File: src/rtl/writeback_port_arbiter.sv
// writeback_port_arbiter
// Shares the single register-file write port between the in-order pipeline
// writeback and the multicycle mult/div unit. Pipeline writes win by default;
// mult/div results queue in a small FIFO and drain on idle port cycles. A head
// that has waited too long forces a one-cycle pipeline stall so it can drain.
//
// Ports
//   clock, reset_n          rising-edge clock, async active-low reset
//   wb_we/wb_rd/wb_data     pipeline writeback request
//   md_valid/md_rd/md_data  mult/div result (held until md_ready)
//   md_exc/md_exc_code      mult/div exception; redirected to the status register
//   md_ready                FIFO can accept a result this cycle
//   stall_pipe              freeze pipeline writeback/upstream (state decode only)
//   ctrl_writeEnable/ctrl_writeReg/data_writeReg  regfile write port
//   pending_mask            one-hot OR of rd over live FIFO entries
module writeback_port_arbiter #(
  parameter int unsigned DEPTH       = 2,
  parameter int unsigned MAX_WAIT    = 4,
  parameter int unsigned RSTATUS_REG = 30
) (
  input  logic        clock,
  input  logic        reset_n,
  input  logic        wb_we,
  input  logic [4:0]  wb_rd,
  input  logic [31:0] wb_data,
  input  logic        md_valid,
  input  logic [4:0]  md_rd,
  input  logic [31:0] md_data,
  input  logic        md_exc,
  input  logic [2:0]  md_exc_code,
  output logic        md_ready,
  output logic        stall_pipe,
  output logic        ctrl_writeEnable,
  output logic [4:0]  ctrl_writeReg,
  output logic [31:0] data_writeReg,
  output logic [31:0] pending_mask
);

  localparam int unsigned PTR_W = $clog2(DEPTH);
  localparam int unsigned CNT_W = PTR_W + 1;
  localparam int unsigned AGE_W = (MAX_WAIT > 1) ? $clog2(MAX_WAIT) : 1;

  typedef enum logic [1:0] {
    IDLE  = 2'd0,
    PEND  = 2'd1,
    FORCE = 2'd2
  } state_t;

  typedef struct packed {
    logic [4:0]  rd;
    logic [31:0] data;
  } entry_t;

  state_t             state_q, state_d;
  entry_t             mem_q [DEPTH];
  logic [DEPTH-1:0]   live_q, live_d;
  logic [PTR_W-1:0]   rd_ptr_q, wr_ptr_q;
  logic [CNT_W-1:0]   count_q, count_d;
  logic [AGE_W-1:0]   age_q, age_d;

  logic   push, pop, wb_sel, head_sel, head_live, head_dead, force_cond;
  entry_t push_entry;

  // Forced drain is purely a state decode, so no input reaches stall_pipe.
  assign stall_pipe = (state_q == FORCE);
  assign md_ready   = (count_q < CNT_W'(DEPTH));

  // Push formation: exceptions redirect into the status register; r0 results vanish.
  always_comb begin
    push_entry = '0;
    if (md_exc) begin
      push_entry.rd   = 5'(RSTATUS_REG);
      push_entry.data = {29'b0, md_exc_code};
    end else begin
      push_entry.rd   = md_rd;
      push_entry.data = md_data;
    end
    push = md_valid && md_ready && (md_exc || (md_rd != 5'd0));
  end

  // Port select and pop decision. A killed head pops without touching the port.
  always_comb begin
    head_live = (count_q != '0) && live_q[rd_ptr_q];
    head_dead = (count_q != '0) && !live_q[rd_ptr_q];
    // reset_n gates the pipeline path so the port reads idle while held in reset.
    wb_sel    = reset_n && !stall_pipe && wb_we && (wb_rd != 5'd0);
    head_sel  = !wb_sel && head_live;
    pop       = head_sel || head_dead;

    ctrl_writeEnable = 1'b0;
    ctrl_writeReg    = 5'd0;
    data_writeReg    = 32'd0;
    if (wb_sel) begin
      ctrl_writeEnable = 1'b1;
      ctrl_writeReg    = wb_rd;
      data_writeReg    = wb_data;
    end else if (head_sel) begin
      ctrl_writeEnable = 1'b1;
      ctrl_writeReg    = mem_q[rd_ptr_q].rd;
      data_writeReg    = mem_q[rd_ptr_q].data;
    end
  end

  // Live bits: pop clears the head, a pipeline write kills same-rd entries (WAW),
  // then the push marks the new tail live.
  always_comb begin
    live_d = live_q;
    if (pop) live_d[rd_ptr_q] = 1'b0;
    if (wb_sel) begin
      for (int i = 0; i < DEPTH; i++) begin
        if (mem_q[i].rd == wb_rd) live_d[i] = 1'b0;
      end
    end
    if (push) live_d[wr_ptr_q] = 1'b1;
  end

  // Occupancy and head age.
  always_comb begin
    unique case ({push, pop})
      2'b10:   count_d = count_q + CNT_W'(1);
      2'b01:   count_d = count_q - CNT_W'(1);
      default: count_d = count_q;
    endcase

    age_d = age_q;
    if ((count_q == '0) || pop) begin
      age_d = '0;
    end else if (age_q != AGE_W'(MAX_WAIT - 1)) begin
      age_d = age_q + AGE_W'(1);
    end
  end

  // Next state.
  always_comb begin
    state_d    = state_q;
    force_cond = (head_live && !pop && (age_q == AGE_W'(MAX_WAIT - 1))) ||
                 ((count_q == CNT_W'(DEPTH)) && md_valid);
    case (state_q)
      IDLE:    if (count_d != '0) state_d = PEND;
      PEND: begin
        if (count_d == '0)    state_d = IDLE;
        else if (force_cond)  state_d = FORCE;
      end
      FORCE:   state_d = (count_d != '0) ? PEND : IDLE;
      default: state_d = IDLE;
    endcase
  end

  // Decode interlock: destinations still owed by live FIFO entries.
  always_comb begin
    pending_mask = '0;
    for (int i = 0; i < DEPTH; i++) begin
      if (live_q[i]) pending_mask[mem_q[i].rd] = 1'b1;
    end
    pending_mask[0] = 1'b0;
  end

  // State, pointers and storage.
  always_ff @(posedge clock or negedge reset_n) begin
    if (!reset_n) begin
      state_q  <= IDLE;
      rd_ptr_q <= '0;
      wr_ptr_q <= '0;
      count_q  <= '0;
      age_q    <= '0;
      live_q   <= '0;
      for (int i = 0; i < DEPTH; i++) mem_q[i] <= '0;
    end else begin
      state_q <= state_d;
      count_q <= count_d;
      age_q   <= age_d;
      live_q  <= live_d;
      if (pop) rd_ptr_q <= rd_ptr_q + PTR_W'(1);
      if (push) begin
        mem_q[wr_ptr_q] <= push_entry;
        wr_ptr_q        <= wr_ptr_q + PTR_W'(1);
      end
    end
  end

endmodule

File: config.mk
export PLATFORM = sky130hd
export DESIGN_NAME = writeback_port_arbiter
export DESIGN_NICKNAME = d
export VERILOG_FILES = /design/src/rtl/writeback_port_arbiter.sv
export SDC_FILE = /design/constraint.sdc
export NUM_CORES = 1
export LEC_CHECK = 0
export CELL_PAD_IN_SITES_DETAIL_PLACEMENT = 0
export CELL_PAD_IN_SITES_GLOBAL_PLACEMENT = 1
export CORE_MARGIN = 3
export CORE_UTILIZATION = 35
export DETAILED_ROUTE_END_ITERATION = 7
export PLACE_DENSITY = 0.87
export SLEW_MARGIN = 15
export SYNTH_ARGS = -nofsm -noshare
export SYNTH_HDL_FRONTEND = slang
export SYNTH_SLANG_ARGS = --single-unit
File: constraint.sdc
create_clock -name clock -period 3.7 [get_ports clock]
set_input_delay 0.925 -clock clock [delete_from_list [all_inputs] [get_ports clock]]
set_output_delay 0.925 -clock clock [all_outputs]
set_load 0.02 [all_outputs]
==> impl_metrics.yaml, run 1 <==
place:
  dp_worst_setup_slack_ps: -557
  place_congestion: 0.798
  dpl.hpwl_microns: 9880
  placement.io_buffers: 152
route:
  antenna_violating_nets_post_route: 0
  drcViolationCount: 0
  first_iter_violations: 287
  vias_per_cell: 5.06
  drt-pass1-iter-count: 4
  detail_route.wirelength_microns: 13900
  post_drt_wl_per_cell_microns: 16.0
  detailed_route_via_count: 4399
floorplan:
  placement_rows: 42
  initial_utilization_pct: 36.3
  core_area_sq_um: 13400
  die_area_sq_um: 15400
  die_h_microns: 124
  top_level_ports: 154
  die_width_microns: 124
finish:
  area_growth_pct: 44.9
  layout.filler_cells: 1227
  area_occupied_by_multi_input_gates_sq_um: 2600
  seqCellArea_sq_um: 2100
  nets: 773
  drive_gt1_share_pct: 17.7
  num_antenna_cells: 0
timing:
  worst-slew-pin-transition_ps: 857
  setup_viol: 0
  period_share_pct: 98.0
  report.final.slew_viol_count: 0
  slew_headroom_pct: 42.9
  period_minus_slack_ps: 3630
  grt_setup_unrepaired: "no"
  final.setup.worst_slack_ps: 75.0
  clock-skew-final_ps: 8.66
  timing.final.hold_violations: 0
  maximum_operating_frequency_mhz: 276
synthesis:
  avg_synthesized_cell_area_sq_um: 8.85
  synth-edff-count: 0
  syn-num-nets: 634
  netlist.area_leader.share_pct: 43.2
  synth_warnings: 0
  synth.top_cells.by_area: "sky130_fd_sc_hd__dfrtp_1 43%, sky130_fd_sc_hd__nand2_1 8.9%, sky130_fd_sc_hd__o21ai_0 8.5%, sky130_fd_sc_hd__mux2i_1 8.4%, sky130_fd_sc_hd__o21ai_2 5.4%"
  synth_sequential_area_ratio_pct: 43.2
  ys_ff_latch: 84
  biggest_area_consumer_among_synthesized_cells: "sky130_fd_sc_hd__dfrtp_1"
  synth_cell_type_count: 41
  asyncSetResetFlopFracSynth_pct: 100
  post_synth_instance_area_sq_um: 4870
  ys_dominant_reg_cell: "sky130_fd_sc_hd__dfrtp_1"
  netlist_instances: 550
clock_tree:
  cts-hold-fix-buffers: 0
  cts_made_buffers: 9
  number_of_sinks_on_the_clock_net: 84
  clock_transition_time_at_the_flip_flop_clock_pins_of_the_worst_setup_and_hold_paths_ps: 60
  clockBufferDepth: 2
  worstSkewPairLatency_ps: 340
  cts_tree: "yes"
  clk_root_buffer_cell: "sky130_fd_sc_hd__clkbuf_16"
  htreeDepth: 3
grt:
  grt.met3_usage_pct: 3.81
  global_route.usage.met1_pct: 23.7
  gr-max-usage-layer: "met2"
  grt_util_met2_pct: 30.9
  initial_antenna_violation_count: 0
  track_usage_pct: 18.2
  grt_remaining_overflow: 0
  grt_pass1_wl_microns: 22200
  first_global_vias: 4406
  grt_start_max_net_pins: 69
worst_setup_path:
  reg2regPathDepth: 7
  worst_r2r_src: "count_q[1]"
  critical_path_peak_fanout: 5
  timing.rr.end: "state_q[1]"
  critPathArrivalTime_ps: 2700
  setup.reg_to_reg.worst_slack_ps: 1500
  timing.critical_path.to_type: "output port"
  worst_setup_path_start_kind: "input pin"
  crit_required_ps: 2770
  path_class: "in -> out"
pwr:
  power.density_nw_per_um2: 713
  report.power.total_w: 0.00503
  vdd_ir_drop_max_v: 0.000314
  leakage_power_nw: 3.01
job:
  max_cap_violations: 0
hold_path:
  min_path_cells: 1
  holdCritPathClass: "reg -> reg"
  hold_path_end: "state_q[0]"
  worst_hold_startpoint: "state_q[0]"
run_status:
  outcome: "completed"
## logic make-up (layout without fill, tap and decap cells)
family	after synthesis	after routing	share of synthesized area (%)
compound gates	160	160	20.5
xor+xnor	13	13	2.34
fa+ha+maj	2	2	0.514
buf+inv	52	194	5.27
flops	84	84	43.2
mux	42	42	8.66
other cells	1	1	0.0770
simple gates	196	197	19.5
## how the worst max path moves through the flow
| stage | startpoint | endpoint | slack (ps) | cells past startpoint |
|---|---|---|---|---|
| floorplan | wb_rd[1] | ctrl_writeReg[0] | 230 | 6 |
| global placement | wb_rd[1] | data_writeReg[17] | -530 | 7 |
| detailed placement | wb_rd[1] | data_writeReg[25] | -560 | 7 |
| CTS | wb_rd[1] | data_writeReg[23] | -5 | 8 |
| global route | wb_rd[3] | data_writeReg[14] | 1 | 8 |
| finish | wb_rd[3] | data_writeReg[25] | 70 | 8 |
## cells in the final DEF (no fill, tap or decap), types with 3 or more instances in the layout
master	instances
sky130_fd_sc_hd__o21ai_4	8
sky130_fd_sc_hd__xor2_1	7
sky130_fd_sc_hd__clkdlybuf4s15_2	4
sky130_fd_sc_hd__mux2i_1	41
sky130_fd_sc_hd__o21ai_0	80
sky130_fd_sc_hd__nand3b_1	11
sky130_fd_sc_hd__buf_4	30
sky130_fd_sc_hd__nor2_1	11
sky130_fd_sc_hd__or3b_2	6
sky130_fd_sc_hd__nand2_1	116
sky130_fd_sc_hd__bufinv_16	3
sky130_fd_sc_hd__buf_6	18
sky130_fd_sc_hd__nand2b_1	31
sky130_fd_sc_hd__a21oi_1	5
sky130_fd_sc_hd__nand3_1	4
sky130_fd_sc_hd__xnor2_1	6
sky130_fd_sc_hd__o21ai_2	22
sky130_fd_sc_hd__buf_2	4
sky130_fd_sc_hd__clkbuf_16	9
sky130_fd_sc_hd__nor2b_1	3
sky130_fd_sc_hd__inv_1	3
sky130_fd_sc_hd__o21ai_1	6
sky130_fd_sc_hd__clkdlybuf4s50_1	109
sky130_fd_sc_hd__dfrtp_1	83
sky130_fd_sc_hd__o22ai_1	31
sky130_fd_sc_hd__buf_12	5
## through the flow
step	utilization, %	TNS, ps	hold WS (ps)	instances	cell area, sq um
after floorplan	-	0	424	550	4870
after detailed placement	49.1	-19570	448	849	6570
after CTS	52.3	-10.2	456	869	7010
after global routing	52.7	0	485	869	7060
final	52.7	0	453	869	7060
after global placement	49.1	-18870	438	849	6570
## cell usage after synthesis, drive strengths merged (2+ instances only)
cell type / n
nand2: 116
o21ai: 116
dfrtp: 84
mux2i: 41
clkbuf: 32
nand2b: 32
o22ai: 31
buf: 17
nand3b: 11
nor2: 11
xor2: 7
or3b: 6
xnor2: 6
a21oi: 5
nand3: 4
inv: 3
nor2b: 3
and4: 2
ha: 2
nor3: 2
o311ai: 2
o31ai: 2
or3: 2
or4: 2
## state kept, by name (all words and copies together), names as in the netlist
register  cells
mem_q        74
rd_ptr_q      1
count_q       2
age_q         2
state_q       2
live_q        2
wr_ptr_q      1
## layer usage
layer  vias to the layer above  wire length (microns)  part of all wire (%)
li1                       2185                      -                     -
met1                      2066                   6170                    44
met2                       137                   6650                    48
met3                        11                    976                   7.0
met4                         0                    127                  0.91
met5                         -                      0                     0
## repair_timing
item | in CTS | in global routing
resized for setup | 210 | 11
endpoints found under the setup margin | 38 | 30
buffers inserted | 2 | 0
gates cloned | 3 | 0
pin swaps | 12 | 2
## cell type report
cell class | count | area share [%]
flip-flops and latches | 84 | 29.8
inverters | 3 | 0.160
multi-input cells | 415 | 36.9
clock inverters | 6 | 1.61
repair buffers | 176 | 25.2
well taps | 176 | 3.12
clock buffers | 9 | 3.19
## report_power, final
part           internal, W  switching, W
combinational      0.00109       0.00130
clock             0.000657      0.000363
sequential         0.00128      0.000333
total              0.00303       0.00200
## worst max-delay path: stages
cell and delay [ps]:
sky130_fd_sc_hd__dlygate4sd2_1 250, sky130_fd_sc_hd__or4_1 460, sky130_fd_sc_hd__o2111a_2 280, sky130_fd_sc_hd__nand2b_4 200, sky130_fd_sc_hd__buf_12 160, sky130_fd_sc_hd__buf_12 130
sky130_fd_sc_hd__o21ai_2 150, sky130_fd_sc_hd__buf_6 140
(Power assumes the default switching activity.)
==> inputs of run 2 (changes only) <==
--- a/config.mk
+++ b/config.mk
@@ -9,6 +9,7 @@
 export CELL_PAD_IN_SITES_GLOBAL_PLACEMENT = 1
 export CORE_MARGIN = 3
 export CORE_UTILIZATION = 35
+export CTS_CLUSTER_SIZE = 25
 export DETAILED_ROUTE_END_ITERATION = 7
 export PLACE_DENSITY = 0.87
 export SLEW_MARGIN = 15
==> results of run 2 <==
No change in the layout: final DEF, timing and power equal those of run 1.
